===== src/rtl/sar_pkg.sv =====
// sar_pkg: shared constants and width helper for the SAR output buffer.
package sar_pkg;
  localparam int SAR_WIDTH = 8;
  localparam int SAR_MAX_AVG_LOG2 = 3;
  function automatic int clog2(input int n);
    int r;
    r = 0;
    while ((1 << r) < n) r = r + 1;
    return r;
  endfunction
endpackage


===== src/rtl/sar_sync_fifo.sv =====
// sar_sync_fifo: synchronous FIFO with registered head word, valid and level.
module sar_sync_fifo import sar_pkg::*; #(
  parameter int WIDTH = 8,
  parameter int DEPTH = 4
) (
  input  logic                   clk,
  input  logic                   rst,
  input  logic                   push_i,
  input  logic [WIDTH-1:0]       wdata_i,
  input  logic                   pop_i,
  output logic [WIDTH-1:0]       rdata_o,
  output logic                   valid_o,
  output logic                   drop_o,
  output logic [clog2(DEPTH):0]  level_o
);
  localparam int AW = clog2(DEPTH);
  logic [WIDTH-1:0] mem_q [DEPTH];
  logic [AW:0] wptr_q, wptr_d, rptr_q, rptr_d, level_q, level_d;
  logic [WIDTH-1:0] dout_q, dout_d;
  logic valid_q, valid_d, full, pop, wr;
  assign full = (wptr_q ^ rptr_q) == {1'b1, {AW{1'b0}}};
  assign pop = pop_i & valid_q;
  assign wr = push_i & (~full | pop);
  assign drop_o = push_i & ~wr;
  always_comb begin
    wptr_d = wptr_q + (AW+1)'(wr);
    rptr_d = rptr_q + (AW+1)'(pop);
    level_d = level_q + (AW+1)'(wr) - (AW+1)'(pop);
    valid_d = level_d != '0;
    // The head after this edge is either the word being written now or already in memory
    dout_d = (level_q == (AW+1)'(pop)) ? (wr ? wdata_i : dout_q) : mem_q[rptr_d[AW-1:0]];
  end
  always_ff @(posedge clk) begin
    if (wr) mem_q[wptr_q[AW-1:0]] <= wdata_i;
  end
  always_ff @(posedge clk) begin
    if (rst) begin
      wptr_q <= '0;
      rptr_q <= '0;
      level_q <= '0;
      dout_q <= '0;
      valid_q <= 1'b0;
    end else begin
      wptr_q <= wptr_d;
      rptr_q <= rptr_d;
      level_q <= level_d;
      dout_q <= dout_d;
      valid_q <= valid_d;
    end
  end
  assign rdata_o = dout_q;
  assign valid_o = valid_q;
  assign level_o = level_q;
endmodule


===== src/rtl/sar_out_buffer.sv =====
// sar_out_buffer: synchronises FINAL, averages 2^k conversions and queues results.
module sar_out_buffer import sar_pkg::*; #(
  parameter int WIDTH = SAR_WIDTH,
  parameter int DEPTH = 4,
  parameter int MAX_AVG_LOG2 = SAR_MAX_AVG_LOG2
) (
  input  logic                                CLK,
  input  logic                                RST,
  input  logic                                EN,
  input  logic                                FINAL,
  input  logic [WIDTH-1:0]                    SWP,
  input  logic [clog2(MAX_AVG_LOG2+1)-1:0]    AVG_SEL,
  output logic [WIDTH-1:0]                    DOUT,
  output logic                                DVALID,
  input  logic                                DREADY,
  output logic                                OVF,
  output logic [clog2(DEPTH):0]               LEVEL
);
  localparam int KW = clog2(MAX_AVG_LOG2 + 1);
  localparam int AW = WIDTH + MAX_AVG_LOG2;
  localparam int CW = MAX_AVG_LOG2 + 1;
  logic clr, cap, push, drop, ovf_q, ovf_d;
  logic [2:0] sync_q, sync_d;
  logic [AW-1:0] acc_q, acc_d, sum;
  logic [CW-1:0] cnt_q, cnt_d, cnt_n;
  logic [KW-1:0] k_q, k_d, k_sel;
  logic [WIDTH-1:0] avg;
  assign clr = RST | ~EN;
  always_comb begin
    // sync_q[1:0] is the 2-FF synchroniser, sync_q[2] the edge-detect history
    sync_d = {sync_q[1:0], FINAL};
    cap = sync_q[1] & ~sync_q[2];
    k_sel = (AVG_SEL > KW'(MAX_AVG_LOG2)) ? KW'(MAX_AVG_LOG2) : AVG_SEL;
    k_d = (cap && cnt_q == '0) ? k_sel : k_q;
    sum = acc_q + AW'(SWP);
    cnt_n = cnt_q + CW'(1);
    push = cap && cnt_n == (CW'(1) << k_d);
    avg = WIDTH'(sum >> k_d);
    acc_d = push ? '0 : cap ? sum : acc_q;
    cnt_d = push ? '0 : cap ? cnt_n : cnt_q;
    ovf_d = ovf_q | drop;
  end
  always_ff @(posedge CLK) begin
    if (clr) begin
      sync_q <= '0;
      acc_q <= '0;
      cnt_q <= '0;
      k_q <= '0;
      ovf_q <= 1'b0;
    end else begin
      sync_q <= sync_d;
      acc_q <= acc_d;
      cnt_q <= cnt_d;
      k_q <= k_d;
      ovf_q <= ovf_d;
    end
  end
  sar_sync_fifo #(.WIDTH(WIDTH), .DEPTH(DEPTH)) u_fifo (
    .clk(CLK),
    .rst(clr),
    .push_i(push),
    .wdata_i(avg),
    .pop_i(DREADY),
    .rdata_o(DOUT),
    .valid_o(DVALID),
    .drop_o(drop),
    .level_o(LEVEL)
  );
  assign OVF = ovf_q;
endmodule


===== config.mk =====
export PLATFORM = sky130hd
export DESIGN_NAME = sar_out_buffer
export DESIGN_NICKNAME = d
export VERILOG_FILES = /design/src/rtl/sar_pkg.sv /design/src/rtl/sar_sync_fifo.sv /design/src/rtl/sar_out_buffer.sv
export SDC_FILE = /design/constraint.sdc
export NUM_CORES = 1
export LEC_CHECK = 0
export CORE_ASPECT_RATIO = 0.7
export CORE_MARGIN = 5
export CORE_UTILIZATION = 40
export CTS_CLUSTER_SIZE = 16
export DETAILED_ROUTE_END_ITERATION = 7
export GPL_ROUTABILITY_DRIVEN = 0
export PLACE_DENSITY = 0.65
export RECOVER_POWER = 100
export SYNTH_ARGS = -nofsm -noshare
export SYNTH_HDL_FRONTEND = slang
export SYNTH_HIERARCHICAL = 1
export SYNTH_SLANG_ARGS = --single-unit

===== constraint.sdc =====
create_clock -name CLK -period 4.6 [get_ports CLK]
set_input_delay 1.15 -clock CLK [delete_from_list [all_inputs] [get_ports CLK]]
set_output_delay 1.15 -clock CLK [all_outputs]
set_load 0.05 [all_outputs]

==> results of run 1 <==
==> cells in the final DEF (no fill, tap or decap), drive strengths merged, types with 3 or more instances in the layout <==
cell           netlist  routed
dlygate4sd3          0      16
nor2                34      34
nand2               13      13
clkinv               1       7
a21o                 3       3
a21oi               11      11
dfxtp               39      39
xnor2               12      12
edfxtp              32      32
nor3                13      13
mux4                 8       8
inv                 13      13
o21ai                7       7
clkbuf               6      16
ha                  16      16
nor2b                7       7
a31oi                4       4
xor2                 9       9
clkdlybuf4s50        0      11
and2                 7       7
a211oi              15      15
nor3b                3       3
and3                 4       4
buf                  8       3
mux2i               21      21
==> through the flow <==
| stage | instance area [µm²] | cells | utilization |
|---|---|---|---|
| after detailed placement | 4114 | 466 | 0.4553 |
| after floorplan | 3705 | 319 | - |
| after global routing | 4318 | 482 | 0.4779 |
| final | 4318 | 482 | 0.4779 |
| after CTS | 4403 | 482 | 0.4873 |
| after global placement | 4114 | 466 | 0.4553 |
==> cells by family after synthesis <==
logic type,count (synthesis),synth area share
fa+ha+maj,18,0.06484
flops,71,0.4701
xor+xnor,21,0.04965
buf+inv,28,0.04019
simple gates,92,0.1385
mux,30,0.1084
compound gates,59,0.1283
==> cell type report <==
type	count	share of cell area
flip-flops and latches	71	0.4034
multi-input cells	220	0.4077
well taps	124	0.03593
inverters	14	0.01217
clock inverters	7	0.01478
repair buffers	37	0.07389
clock buffers	9	0.05216
==> power breakdown <==
part           internal (µW)  switching, µW  total (µW)
Sequential               666           2.37         668
Clock                    414            257         672
Combinational           35.6           54.0        89.6
==> sequential cells by signal, summed over array words and instances, names as in the netlist <==
name            flops
u_fifo/mem_q       32
acc_q              11
u_fifo/rdata_o      8
cnt_q               4
sync_q              3
u_fifo/level_o      3
u_fifo/rptr_q       3
u_fifo/wptr_q       3
k_q                 2
OVF                 1
u_fifo/valid_o      1
==> worst paths after layout <==
path | endpoint | slack (ns) | cells after the start
hold reg to reg | sync_q[1]$_SDFF_PP0_ | 0.43 | 1
hold / removal | sync_q[1]$_SDFF_PP0_ | 0.43 | 1
setup reg to reg | u_fifo/wptr_q[2]$_SDFF_PP0_ | 0.81 | 12
setup / recovery | u_fifo/wptr_q[2]$_SDFF_PP0_ | 0.35 | 12
==> per-layer routing <==
metal,vias up,part of all wire
li1,1236,-
met1,1164,0.53
met2,34,0.42
met3,9,0.034
met4,0,0.013
met5,-,0
==> summary.md, run 1 <==
| Metric | Value |
|---|---|
| Resized Gates After CTS | `0` |
| Worst Tran Pin Value | `1.155 ns` |
| Setup WS post-layout | `0.3455 ns` |
| Pwr Density | `331.1 mW/mm²` |
| Port-buffer cells | `27` |
| Most numerous cell in the Yosys netlist | `dfxtp_1` |
| Register Area | `0.001742 mm²` |
| Endpoints failing setup | `0` |
| Share of post-route cells with drive strength above 1 | `0.1117` |
| CP peak stage delay | `0.67 ns` |
| YS warnings | `6` |
| TritonCTS clock tree | `built` |
| Yosys reg bits | `71` |
| Cell area after synthesis | `0.003705 mm²` |
| CP cell instances | `dlygate4sd3_1 > and3_1 > or2_0 > a21oi_1 > o221a_4 > o41ai_1 > clkbuf_1 > inv_1 > ha_1 > ha_1 > xnor2_1 > nor2_1` |
| Longest Clk Path Bufs | `2` |
| Syn_area_per_cell | `11.61 µm²` |
| Nets | `386` |
| FF-to-FF Start | `cnt_q[3]$_SDFFE_PP0P_` |
| Sum Neg Setup Slack | `0 ns` |
| Crit path arrival time | `4.42 ns` |
| Most used DFF post-synth | `dfxtp_1` |
| HP Class | `register to register` |
| Die span in x | `125.0 µm` |
| Hold Slack | `0.4259 ns` |
| WL per Instance | `15.76 µm` |
| Placed wire-length estimate | `5399 µm` |
| H-tree lvl count | `3` |
| Vias in the first global route | `2565` |
| 1st-iter DRT viols | `187` |
| Leak | `0.001654 µW` |
| Insertion delay to the later sink of the worst-skew pair | `0.33 ns` |
| Post-synth top area share | `0.2594` |
| Antenna violations before repair | `0` |
| Area growth syn-to-layout | `16.55%` |
| Row count | `29` |
| Unrepaired setup endpoints after global routing | `no` |
| Synthesized instance count | `319` |
| Slowest cell on the critical path | `clkbuf_1` |
| Crit path kind | `primary input to register` |
| Largest cells by area after synthesis | `edfxtp_1 26%, dfxtp_1 21%, mux2i_1 5.7%, ha_1 5.4%, mux4_2 4.9%` |
| Max Slew Vio Count | `0` |
| Clock transition at path regs | `0.06 ns` |
| Core area | `0.009035 mm²` |
| Commonest cells post-synth | `39 x dfxtp_1, 32 x edfxtp_1, 32 x nor2_1, 21 x mux2i_1, 16 x ha_1` |
| Worst Path Required | `4.77 ns` |
| Max_cap viols | `0` |
| Worst Hold Launch | `sync_q[0]$_SDFF_PP0_` |
| Final period demand of the worst path | `4.255 ns` |
| Tcrit/Tclk final | `0.9249` |
| Gr usage total | `0.1450` |
| Final Hold Vio Count | `0` |
| Multi-input gate area | `0.001760 mm²` |
| Largest delay share family, worst path | `buffers and inverters` |
| Async S/R FF share, synth | `0` |
| IO Count | `28` |
| Total power after layout | `1430 µW` |
| N_diodes | `0` |
| Critical Path Start | `AVG_SEL[0]` |
| Largest net degree at the start of global routing | `24` |
| Crit path top cell by count | `ha_1` |
| Post-DRT Antenna Nets | `0` |
| Clock skew | `0.006256 ns` |
| Final WL | `7595 µm` |
| Crit end category | `register` |
| Syn nets | `352` |
| CP Buf/Inv Count | `3` |
| Status | `finished, final reports clean` |
| Met2 Use GR | `0.2084` |
| Via count | `2443` |
| Total gr overflow | `0` |
| Distinct cells, synth | `58` |
| First-pass GRT wire length | `12940 µm` |
| Pre-antenna DRT Iters | `4` |
| Starting Density | `0.4101` |
| Startpoint types | `primary input` |
| Total CTS buffers | `9` |
| Vias per std cell | `5.068` |
| Setup Buffers After CTS | `0` |
| Post-route DRC violation count | `0` |
| Root Buffer | `clkbuf_16` |
| DP Worst Slack | `0.3285 ns` |
| Post-synth EDFFs | `32` |
| Max VDD drop | `0.0002190 V` |
| Chip height | `90.52 µm` |
| Fillers | `837` |
| Top Usage Layer GRT | `met1` |
| Area leader, netlist | `edfxtp_1` |
| Die area | `0.01132 mm²` |
| Met3 Use GR | `0.04019` |
| Grt met1 use | `0.2106` |
| Peak Freq | `235.0 MHz` |
| Crit path max fanout | `12` |
| Hold Buf Count CTS | `0` |
| Clock sink count | `71` |
| Sequential share of the synthesized area | `0.4701` |
| Max_slew headroom | `0.2284` |
No activity file was read; power rests on OpenSTA's default activity.
==> run 2, diff against run 1 <==
--- a/config.mk
+++ b/config.mk
@@ -5,6 +5,7 @@
 export SDC_FILE = /design/constraint.sdc
 export NUM_CORES = 1
 export LEC_CHECK = 0
+export ABC_CLOCK_PERIOD_IN_PS = 4600
 export CORE_ASPECT_RATIO = 0.7
 export CORE_MARGIN = 5
 export CORE_UTILIZATION = 40
@@ -15,5 +16,4 @@
 export RECOVER_POWER = 100
 export SYNTH_ARGS = -nofsm -noshare
 export SYNTH_HDL_FRONTEND = slang
-export SYNTH_HIERARCHICAL = 1
 export SYNTH_SLANG_ARGS = --single-unit
==> run 2 against run 1 <==
Net effect: fmax grew 6.2%; cell area up 0.41%; hold slack improved by 0.00065 ns; register-to-register slack better by 0.10 ns; die area fell by 0.70%; area after synthesis fell by 0.78%; worst setup slack better by 0.25 ns; largest cell class unchanged; sequential share of layout area shrank 0.16 points; synthesized cell count up 6.6%; clock skew fell by 0.0021 ns.
==> summary.md, run 2 <==
| Metric | Value |
|---|---|
| Pre-antenna DRT Iters | `4` |
| HP Class | `register to register` |
| Pint | `1067 µW` |
| Total gr overflow | `0` |
| Resized Gates After CTS | `0` |
| Async S/R FF share, synth | `0` |
| Worst Hold Launch | `sync_q[0]$_SDFF_PP0_` |
| Critical Path Start | `SWP[0]` |
| IO Count | `28` |
| Via count | `2616` |
| Max FFs per register | `32` |
| Core area | `0.008999 mm²` |
| Insertion delay to the later sink of the worst-skew pair | `0.34 ns` |
| Clock skew | `0.004169 ns` |
| Synthesized instance count | `340` |
| Clock sink count | `71` |
| Vias in the first global route | `2605` |
| Antenna violations before repair | `0` |
| Crit end category | `register` |
| FF-to-FF Start | `cnt_q[0]$_SDFFE_PP0P_` |
| H-tree lvl count | `3` |
| Chip height | `90.21 µm` |
| Die area | `0.01124 mm²` |
| Setup Buffers After CTS | `0` |
| First-pass GRT wire length | `13010 µm` |
| Post-DRT Antenna Nets | `0` |
| Final Cell Area | `0.004335 mm²` |
| Port-buffer cells | `27` |
| Clock transition at path regs | `0.06 ns` |
| Crit path kind | `primary input to register` |
| Leak | `0.001637 µW` |
| Final WL | `7724 µm` |
| Distinct cells, synth | `53` |
| Clk pwr share | `0.455` |
| WL per Instance | `15.45 µm` |
| Largest net degree at the start of global routing | `18` |
| Worst Tran Pin Value | `0.8430 ns` |
| Total CTS buffers | `9` |
| Hold Slack | `0.4265 ns` |
| Post-synth top area share | `0.2614` |
| Most numerous cell in the Yosys netlist | `dfxtp_1` |
| Area growth syn-to-layout | `17.94%` |
| Row count | `29` |
| Sw Share | `0.2341` |
| Most common cell after layout, fill and taps aside | `dfxtp_1` |
| Syn_area_per_cell | `10.81 µm²` |
| Register Area | `0.001742 mm²` |
| Largest cells by area after synthesis | `edfxtp_1 26%, dfxtp_1 21%, mux4_2 5.5%, ha_1 5.4%, mux2i_1 4.4%` |
| Longest Clk Path Bufs | `2` |
| Final period demand of the worst path | `4.008 ns` |
| Status | `finished, final reports clean` |
| 1st-iter DRT viols | `231` |
| Pwr Density | `321.3 mW/mm²` |
| Share of post-route cells with drive strength above 1 | `0.1011` |
| Die span in x | `124.6 µm` |
| Most used DFF post-synth | `dfxtp_1` |
| Max Slew Vio Count | `0` |
| Multi-input gate area | `0.001814 mm²` |
| Max_cap viols | `0` |
| Crit path arrival time | `4.21 ns` |
| Unrepaired setup endpoints after global routing | `no` |
| Final Hold Vio Count | `0` |
| Peak Freq | `249.5 MHz` |
| Worst Path Required | `4.80 ns` |
| Gr usage total | `0.1460` |
| Post-DP Area | `0.004083 mm²` |
| Crit path max fanout | `5` |
| Tcrit/Tclk final | `0.8712` |
| N_diodes | `0` |
| Power share of the sequential group | `0.479` |
| Starting Density | `0.4085` |
| Hold Buf Count CTS | `0` |
| Max_slew headroom | `0.4235` |
| Nets | `404` |
| Combinational share of power | `0.066` |
| Post-synth EDFFs | `32` |
| YS warnings | `0` |
| P_sw | `326.1 µW` |
| Sequential share of the synthesized area | `0.4738` |
| Placed wire-length estimate | `5600 µm` |
| Cell area after synthesis | `0.003676 mm²` |
| Startpoint types | `primary input` |
| Syn nets | `373` |
| TritonCTS clock tree | `built` |
| Area leader, netlist | `edfxtp_1` |
| Sum Neg Setup Slack | `0 ns` |
| Yosys reg bits | `71` |
| Vias per std cell | `5.232` |
| Endpoints failing setup | `0` |
| Post-route DRC violation count | `0` |
| Root Buffer | `clkbuf_16` |
| Max VDD drop | `0.0002592 V` |
| Commonest cells post-synth | `39 x dfxtp_1, 36 x nand2_1, 32 x edfxtp_1, 26 x nor2_1` |
| Most frequent cells in the layout | `39 x dfxtp_1, 36 x nand2_1, 32 x edfxtp_1` |
| Fillers | `883` |
## run 2: changes by cell type after synthesis, sizes merged, moves of 4 or more
cell and delta:
nor2b -4, nor3 -5, nand2 +23, nand3 +5
o21ai +6, a211oi -13, nor2 -7, and2 +6
mux2i -5
## run 2: worst max-delay path: stages
cell and delay (ns):
dlygate4sd3_1 0.54, ha_1 0.24, fa_1 0.43, a21o_1 0.21
nand4_1 0.12, a31o_1 0.26, xor2_1 0.23, o31ai_1 0.12
a2111oi_0 0.79, o31ai_2 0.11
## run 2: logic make-up (layout without fill, tap and decap cells)
logic type	Yosys count	count (layout)	share of synthesized area
and+or+nand+nor	112	112	0.1484
DFF	71	71	0.4738
AOI/OAI and AO/OA	66	66	0.1273
muxes	26	26	0.1018
buffers and inverters	25	61	0.03097
xor gates and xnor gates	22	22	0.05242
adders and majority gates	18	18	0.06535
## run 2: final cells by class
class,instances,area share
multi-input cells,244,0.4185
well taps,124,0.03579
flip-flops and latches,71,0.4017
clock buffers,9,0.05195
repair buffers,34,0.07100
clock inverters,7,0.01126
inverters,11,0.009812
## run 2: final timing paths
kind | depth (start not counted) | slack, ns | end
hold / removal | 1 | 0.43 | sync_q[1]$_SDFF_PP0_
setup reg to reg | 10 | 0.91 | u_fifo.mem_q[3][1]$_DFFE_PP_
setup / recovery | 10 | 0.59 | u_fifo.rdata_o[6]$_SDFFE_PP0P_
hold reg to reg | 1 | 0.43 | sync_q[1]$_SDFF_PP0_
## run 2: stage by stage
stage                 util  setup WS [ns]  cells  power, µW
floorplan                -          1.093    340      741.0
global placement    0.4537         0.6132    484      773.9
detailed placement  0.4537         0.5378    484      775.6
CTS                 0.4841         0.8932    500       1413
global route        0.4818         0.4225    500       1449
finish              0.4818         0.5924    500       1393
## run 2: routing by layer
layer  up-vias  wire length, µm  global-route usage
li1       1296                -                   -
met1      1254             4024              0.2086
met2        57             3255              0.2077
met3         9              357             0.05154
met4         0               87             0.04197
met5         -                0                   0
## run 2: power groups by stage
stage / Clock (µW) / Combinational, µW / Sequential, µW
after detailed placement: 0 / 94.5 / 681
after CTS: 651 / 94.9 / 668
after global placement: 0 / 92.9 / 681
after floorplan: 0 / 53.6 / 687
final: 634 / 91.9 / 667
after global routing: 679 / 102 / 668
